**config.mk**
```make
export PLATFORM = sky130hd
export DESIGN_NAME = hwag_tooth_sync
export DESIGN_NICKNAME = d
export VERILOG_FILES = /design/src/rtl/hwag_pkg.sv /design/src/rtl/hwag_period_timer.sv /design/src/rtl/hwag_tooth_sync.sv
export SDC_FILE = /design/constraint.sdc
export NUM_CORES = 1
export LEC_CHECK = 0
export CAP_MARGIN = 10
export CORE_MARGIN = 2
export CORE_UTILIZATION = 50
export CTS_BUF_LIST = sky130_fd_sc_hd__clkbuf_4 sky130_fd_sc_hd__clkbuf_8
export DETAILED_ROUTE_END_ITERATION = 10
export GPL_ROUTABILITY_DRIVEN = 0
export PLACE_DENSITY = 0.75
export SYNTH_ARGS = -nofsm -noshare
export SYNTH_HDL_FRONTEND = slang
export SYNTH_HIERARCHICAL = 1
export SYNTH_SLANG_ARGS = --single-unit
```
**constraint.sdc**
```tcl
create_clock -name clk -period 7.35 [get_ports clk]
set_input_delay 1.8375 -clock clk [delete_from_list [all_inputs] [get_ports clk]]
set_output_delay 1.8375 -clock clk [all_outputs]
set_load 0.02 [all_outputs]
```
**src/rtl/hwag_pkg.sv**
```systemverilog
// Shared state encoding and default widths for the crank tooth synchroniser.
package hwag_pkg;
    localparam int HWAG_TW   = 24;
    localparam int HWAG_CW   = 8;
    localparam int GAP_SHIFT = 1;

    typedef enum logic [2:0] {
        ST_IDLE    = 3'd0,
        ST_FIRST   = 3'd1,
        ST_MEASURE = 3'd2,
        ST_SEARCH  = 3'd3,
        ST_SYNC    = 3'd4
    } hwag_state_e;
endpackage

```
**src/rtl/hwag_period_timer.sv**
```systemverilog
// Saturating edge-to-edge timer with a capture register holding the last period.
module hwag_period_timer
    import hwag_pkg::*;
#(
    parameter int TW = HWAG_TW
) (
    input  logic          clk,
    input  logic          rst,
    input  logic          run,
    input  logic          restart,
    input  logic          cap_en,
    input  logic          cap_clr,
    output logic [TW-1:0] cnt,
    output logic [TW-1:0] cap,
    output logic          sat
);
    localparam logic [TW-1:0] CNT_ZERO = {TW{1'b0}};
    localparam logic [TW-1:0] CNT_ONE  = {{(TW-1){1'b0}}, 1'b1};
    localparam logic [TW-1:0] CNT_MAX  = {TW{1'b1}};

    logic [TW-1:0] cnt_d, cnt_q;
    logic [TW-1:0] cap_d, cap_q;

    // Next-state for the running counter and the captured period.
    always_comb begin
        cnt_d = cnt_q;
        cap_d = cap_q;
        if (!run) begin
            cnt_d = CNT_ZERO;
        end else if (restart) begin
            cnt_d = CNT_ONE;
        end else if (cnt_q != CNT_MAX) begin
            cnt_d = cnt_q + CNT_ONE;
        end else begin
            cnt_d = cnt_q;
        end
        if (cap_clr) begin
            cap_d = CNT_ZERO;
        end else if (cap_en) begin
            cap_d = cnt_q;
        end else begin
            cap_d = cap_q;
        end
    end

    // Timer and capture registers.
    always_ff @(posedge clk or posedge rst) begin
        if (rst) begin
            cnt_q <= CNT_ZERO;
            cap_q <= CNT_ZERO;
        end else begin
            cnt_q <= cnt_d;
            cap_q <= cap_d;
        end
    end

    assign cnt = cnt_q;
    assign cap = cap_q;
    assign sat = (cnt_q == CNT_MAX);
endmodule

```
**src/rtl/hwag_tooth_sync.sv**
```systemverilog
// Tooth period measurement, missing-tooth gap detection and absolute tooth index.
module hwag_tooth_sync
    import hwag_pkg::*;
#(
    parameter int TW = HWAG_TW,
    parameter int CW = HWAG_CW
) (
    input  logic          clk,
    input  logic          rst,
    input  logic          ena,
    input  logic          edge_in,
    input  logic [CW-1:0] tooth_last,
    output logic [TW-1:0] period,
    output logic [CW-1:0] tooth,
    output logic          synced,
    output logic          tooth_stb,
    output logic          gap_stb,
    output logic          err_stb,
    output logic          stall_stb
);
    localparam logic [TW-1:0] PRD_ZERO   = {TW{1'b0}};
    localparam logic [CW-1:0] TOOTH_ZERO = {CW{1'b0}};
    localparam logic [CW-1:0] TOOTH_ONE  = {{(CW-1){1'b0}}, 1'b1};

    hwag_state_e   state_d, state_q;
    logic [TW-1:0] prev_d, prev_q;
    logic [CW-1:0] tooth_d, tooth_q;
    logic          synced_d, synced_q;
    logic          tooth_stb_d, tooth_stb_q;
    logic          gap_stb_d, gap_stb_q;
    logic          err_stb_d, err_stb_q;
    logic          stall_stb_d, stall_stb_q;

    logic [TW-1:0] cur_s;
    logic          sat_s;
    logic          run_s, restart_s, cap_en_s, cap_clr_s;
    logic [TW:0]   thr_s;
    logic          gap_s;

    hwag_period_timer #(.TW(TW)) u_timer (
        .clk     (clk),
        .rst     (rst),
        .run     (run_s),
        .restart (restart_s),
        .cap_en  (cap_en_s),
        .cap_clr (cap_clr_s),
        .cnt     (cur_s),
        .cap     (period),
        .sat     (sat_s)
    );

    // Evaluated one bit wider so prev + prev/2 cannot wrap.
    assign thr_s = {1'b0, prev_q} + ({1'b0, prev_q} >> GAP_SHIFT);
    assign gap_s = ({1'b0, cur_s} > thr_s);

    // FSM next-state, tooth counter and strobe generation.
    always_comb begin
        state_d     = state_q;
        prev_d      = prev_q;
        tooth_d     = tooth_q;
        synced_d    = synced_q;
        tooth_stb_d = 1'b0;
        gap_stb_d   = 1'b0;
        err_stb_d   = 1'b0;
        stall_stb_d = 1'b0;
        restart_s   = 1'b0;
        cap_en_s    = 1'b0;
        cap_clr_s   = 1'b0;
        if (!ena) begin
            state_d   = ST_IDLE;
            prev_d    = PRD_ZERO;
            tooth_d   = TOOTH_ZERO;
            synced_d  = 1'b0;
            cap_clr_s = 1'b1;
        end else begin
            case (state_q)
                ST_IDLE: state_d = ST_FIRST;
                ST_FIRST, ST_MEASURE, ST_SEARCH, ST_SYNC: begin
                    if (edge_in) begin
                        restart_s = 1'b1;
                        if (state_q == ST_FIRST) begin
                            state_d = ST_MEASURE;
                        end else begin
                            cap_en_s = 1'b1;
                            prev_d   = cur_s;
                            case (state_q)
                                ST_MEASURE: state_d = ST_SEARCH;
                                ST_SEARCH: begin
                                    if (gap_s) begin
                                        gap_stb_d = 1'b1;
                                        tooth_d   = TOOTH_ZERO;
                                        synced_d  = 1'b1;
                                        state_d   = ST_SYNC;
                                    end else begin
                                        state_d = ST_SEARCH;
                                    end
                                end
                                ST_SYNC: begin
                                    if (tooth_q != tooth_last) begin
                                        if (gap_s) begin
                                            err_stb_d = 1'b1;
                                            gap_stb_d = 1'b1;
                                            synced_d  = 1'b0;
                                            tooth_d   = TOOTH_ZERO;
                                            state_d   = ST_SEARCH;
                                        end else begin
                                            tooth_d     = tooth_q + TOOTH_ONE;
                                            tooth_stb_d = 1'b1;
                                        end
                                    end else begin
                                        if (gap_s) begin
                                            tooth_d     = TOOTH_ZERO;
                                            gap_stb_d   = 1'b1;
                                            tooth_stb_d = 1'b1;
                                        end else begin
                                            err_stb_d = 1'b1;
                                            synced_d  = 1'b0;
                                            state_d   = ST_SEARCH;
                                        end
                                    end
                                end
                                default: state_d = ST_IDLE;
                            endcase
                        end
                    end else if (sat_s) begin
                        // Restart the timer so a stall is reported once per saturation.
                        restart_s   = 1'b1;
                        stall_stb_d = 1'b1;
                        err_stb_d   = (state_q == ST_SYNC);
                        synced_d    = 1'b0;
                        tooth_d     = TOOTH_ZERO;
                        prev_d      = PRD_ZERO;
                        state_d     = ST_FIRST;
                    end else begin
                        state_d = state_q;
                    end
                end
                default: state_d = ST_IDLE;
            endcase
        end
        run_s = (state_d != ST_IDLE);
    end

    // State, tooth index and registered output flops.
    always_ff @(posedge clk or posedge rst) begin
        if (rst) begin
            state_q     <= ST_IDLE;
            prev_q      <= PRD_ZERO;
            tooth_q     <= TOOTH_ZERO;
            synced_q    <= 1'b0;
            tooth_stb_q <= 1'b0;
            gap_stb_q   <= 1'b0;
            err_stb_q   <= 1'b0;
            stall_stb_q <= 1'b0;
        end else begin
            state_q     <= state_d;
            prev_q      <= prev_d;
            tooth_q     <= tooth_d;
            synced_q    <= synced_d;
            tooth_stb_q <= tooth_stb_d;
            gap_stb_q   <= gap_stb_d;
            err_stb_q   <= err_stb_d;
            stall_stb_q <= stall_stb_d;
        end
    end

    assign tooth     = tooth_q;
    assign synced    = synced_q;
    assign tooth_stb = tooth_stb_q;
    assign gap_stb   = gap_stb_q;
    assign err_stb   = err_stb_q;
    assign stall_stb = stall_stb_q;
endmodule

```
==> impl_summary.md <==
Final layout
The fraction of layout instances using a drive strength above 1 is around 5.7%. Compared with the post-synthesis result, the final layout area differs by 12.4%. The number of diodes is 0. The final instance area is 6770 um^2. Leaving out fill and tap cells, the most frequent cell in the layout is dfrtp_1.

Leaving out fill and tap cells, the most frequent cells in the layout are 88 x dfrtp_1, 67 x nor2_1, 53 x ha_1. At the end of the flow, the number of nets in the layout was about 740.

Worst setup path
For this run, the slowest stage of the critical path takes between 600 and 700 ps. The timing endpoint of the critical path is u_timer/cnt[8]. The largest fanout on the critical path is 21. The family with the most delay on the worst path is compound AO/OA/AOI/OAI gates. In this run the critical register-to-register path is launched from prev_q[1].

The worst setup path is of the reg2reg kind. Tracing the worst setup path back leads to its startpoint at prev_q[1]. The startpoint type of the worst setup path is a flop. The endpoint of the lowest-slack register-to-register path is u_timer/cnt[8]. The category of the worst setup path capture point is a flop. The data arrival time at the worst-slack endpoint is 6520 ps.

For the worst setup path, the data required time is around 7700 ps. Traced cell by cell, the critical path runs through ha_1, fa_1, a211oi_1, o21ai_0, a2111oi_2, o311ai_0, o2111ai_1, mux2i_1, a21oi_1, xor2_1, ha_1, a211oi_1, o21bai_1, a211oi_1, o22ai_1, o211a_1, nor3b_1, nor4_2, or3_1, nand2b_1, or4_1, nand2_1. Counting both buffers and inverters, the worst setup path holds a total of 0. The highest-delay cell along the critical path is or4_1. Counting cells, the worst reg-to-reg path comes to 22. The most frequent cell on the critical path is a211oi_1. The worst register-to-register path has a setup slack of approximately 1100 ps. The total number of cells along the worst setup path is 22.

Synthesis
Each instance of the synthesized netlist takes up on average around 9.4 um^2. The netlist uses roughly 60 different library cells. The flip-flop and latch count after synthesis is 88.

The warning count from the yosys run is 6. The cell area after synthesis is 6020 um^2. The post-synthesis async set-or-reset flop share is 100%. The dominant register cell in the synthesized netlist is dfrtp_1. Counting flops with a built-in enable in the synthesized netlist gives 0. Sequential elements use roughly 37% of the synthesized area.

The number of nets handed over by synthesis was 706. The cell count after synthesis came out at 640.

Clock tree
The CTS sink count is between 80 and 90. The TritonCTS buffer count is 9. TritonCTS built the clock tree. The clock tree root driver cell is clkbuf_8.

The number of buffers on the longest clock path is 2. The H-tree was split into 3 levels. The number of buffers added to fix hold violations after cts is 0. The clock insertion delay at the later pin of the skew report is roughly 370 ps.

The number of cells upsized or downsized after cts is 0. After clock tree synthesis, the setup repair step added 0 buffers. The clock-pin transition on the worst setup and hold timing paths is 100 ps.

Floorplanning
The die span in x is around 110 um. The initial utilization of the core area, before any placement, comes to 50.7%. The chip height is approximately 110 um. The number of placement rows is 40. The core region area is 11900 um^2.

The floorplan step defined a die boundary enclosing between 10000 and 15000 um^2. The total I/O pin count is a little under 50.

STA
For the pin with the worst max-slew slack, the measured transition is 978 ps. The worst slew slack as a fraction of its limit is about a third. The highest attainable clock frequency is between 0.15 and 0.2 GHz.

The worst path uses a little over four fifths of the clock period. The final count of hold timing violations is 0. The final critical delay including setup and external delays is roughly 6200 ps. Once routing completed, OpenROAD measured the worst setup slack at 1140 ps. On the final layout, the worst hold slack is between 500 and 600 ps. For the final database, setup skew stands at ~11 ps. The max-slew violation count is 0. The accumulated negative setup slack is 0 ps. The number of setup violations in the final report is 0. Setup repair after global routing left no endpoint under its margin.

Global route
The wire length of the first global-routing pass is between 20 and 25 mm. Entering global routing, the biggest net connects approximately 50 pins. The layer carrying the most global-route usage is met2.

The global routing usage on met3 is ~2.2%. The initial antenna violation count came to 0. The total overflow left after global routing is 0. In the global route stage, met2 resource usage came out at between 30% and 40%. Global routing used between 30% and 40% of the available met1 tracks. The total global-route track usage is a little under a quarter. The via count of the first global-routing pass came to 4885.

Routing
In the final routed layout, each cell accounts on average for approximately 17 um. After detailed routing, the number of remaining DRC violations is 0. The violation count after the first detailed-routing iteration is roughly 330. The vias per cell is a little over 6. After detailed routing, the total wire length is roughly 14 mm.

The first-pass iteration count of the detailed router is 5. The detailed router placed slightly above 5k vias in this run. The remaining antenna violation count is 0.

Flow run
The tool flagged a number of max-cap violations equal to 0.

Placed design
Prior to clock tree synthesis, the placed netlist has a worst setup slack of roughly 1200 ps. After detailed placement, the total cell area comes to roughly 6600 um^2. The count of buffers inserted at the top-level ports is 48. After legalization and detailed placement, the total HPWL measured around 10 mm.

Power and ir drop
IR analysis of the VDD net gives a maximum drop of ~130 uV. Summed over all cells, the static leakage comes to ~3 nW. Dividing total power by cell area gives a power density of 157 nW/um^2.

Min path
The tightest min-delay check is of the reg2reg type.

Outcome
The run finished with clean final reports.
[report_power, final]
group,switching (W),internal (W),total [W]
clock network,0.000189,0.000125,0.000314
registers,0.0000250,0.000496,0.000521
logic,0.000142,0.0000818,0.000224
total,0.000356,0.000703,0.00106
[cell usage after synthesis, types with 6 or more instances]
| cell type | instances | area, um^2 |
|---|---|---|
| dfrtp_1 | 88 | 2200 |
| nor2_1 | 67 | 251 |
| ha_1 | 53 | 663 |
| nand2_1 | 50 | 188 |
| xnor2_1 | 39 | 342 |
| a21oi_1 | 35 | 175 |
| mux2i_1 | 30 | 300 |
| a22o_1 | 28 | 245 |
| inv_1 | 23 | 86.3 |
| o21ai_0 | 23 | 115 |
| nand3_1 | 19 | 95.1 |
| a211oi_1 | 16 | 120 |
| clkbuf_1 | 15 | 56.3 |
| nor3_1 | 14 | 70.1 |
| nand4_1 | 13 | 81.3 |
| xor2_1 | 11 | 96.3 |
| a21o_1 | 9 | 67.6 |
| and3_1 | 6 | 37.5 |
| and4_1 | 6 | 52.6 |
[worst register-to-register path, stage by stage (launching register included)]
cell	delay (ps)
dfrtp_1	440
ha_1	250
fa_1	430
a211oi_1	210
o21ai_0	170
a2111oi_2	420
o311ai_0	220
o2111ai_1	160
mux2i_1	200
a21oi_1	90
xor2_1	150
ha_1	290
a211oi_1	220
o21bai_1	130
a211oi_1	380
o22ai_1	150
o211a_1	380
nor3b_1	220
nor4_2	290
or3_1	200
nand2b_1	430
or4_1	660
nand2_1	80
[cell families after synthesis]
family          count (synthesis)  share of synthesized area (%)
mux                            30                           4.99
xor+xnor                       50                           7.27
simple gates                  211                           17.5
compound gates                159                           18.7
buf+inv                        48                           3.62
flops                          88                           36.6
fa+ha+maj                      54                           11.3
[per-layer routing]
metal / share of wire (%) / vias up
met1: 47 / 2461
met2: 47 / 131
met5: 0 / -
met3: 4.1 / 17
met4: 1.6 / 0
li1: - / 2422
[through the flow]
stage / utilization, % / total power (W) / std cells
2_1_floorplan: - / 0.000702 / 640
3_3_place_gp: 55.5 / 0.000742 / 813
3_5_place_dp: 55.5 / 0.000752 / 813
4_1_cts: 57.0 / 0.00107 / 829
5_1_grt: 57.0 / 0.00112 / 829
6_report: 57.0 / 0.00106 / 829
[worst min path at each step]
stage,start,end,slack [ps],depth (start not counted)
2_1_floorplan,prev_q[0],prev_q[0],480,1
3_3_place_gp,prev_q[0],prev_q[0],500,1
3_5_place_dp,u_timer/cap[1],u_timer/cap[1],510,2
4_1_cts,u_timer/cap[20],u_timer/cap[20],540,2
5_1_grt,u_timer/cap[7],u_timer/cap[7],560,2
6_report,u_timer/cap[20],u_timer/cap[20],530,2
[sequential cells by signal, indices dropped and copies added (netlist names), 3 cells and up]
| signal | count |
|---|---|
| u_timer/cnt | 24 |
| u_timer/cap | 24 |
| state_q | 3 |
| tooth | 8 |
| prev_q | 24 |
[cell type report]
type                       instances  area [um^2]
fill                             991         5100
multi-input combinational        504         3610
sequential                        88         2200
timing repair buffer              51          503
tap                              147          184
clock buffer                       9          124
inverter                          23         86.3
clock inverter                     7         55.1
Note: power is estimated with default switching activity, not from simulation.
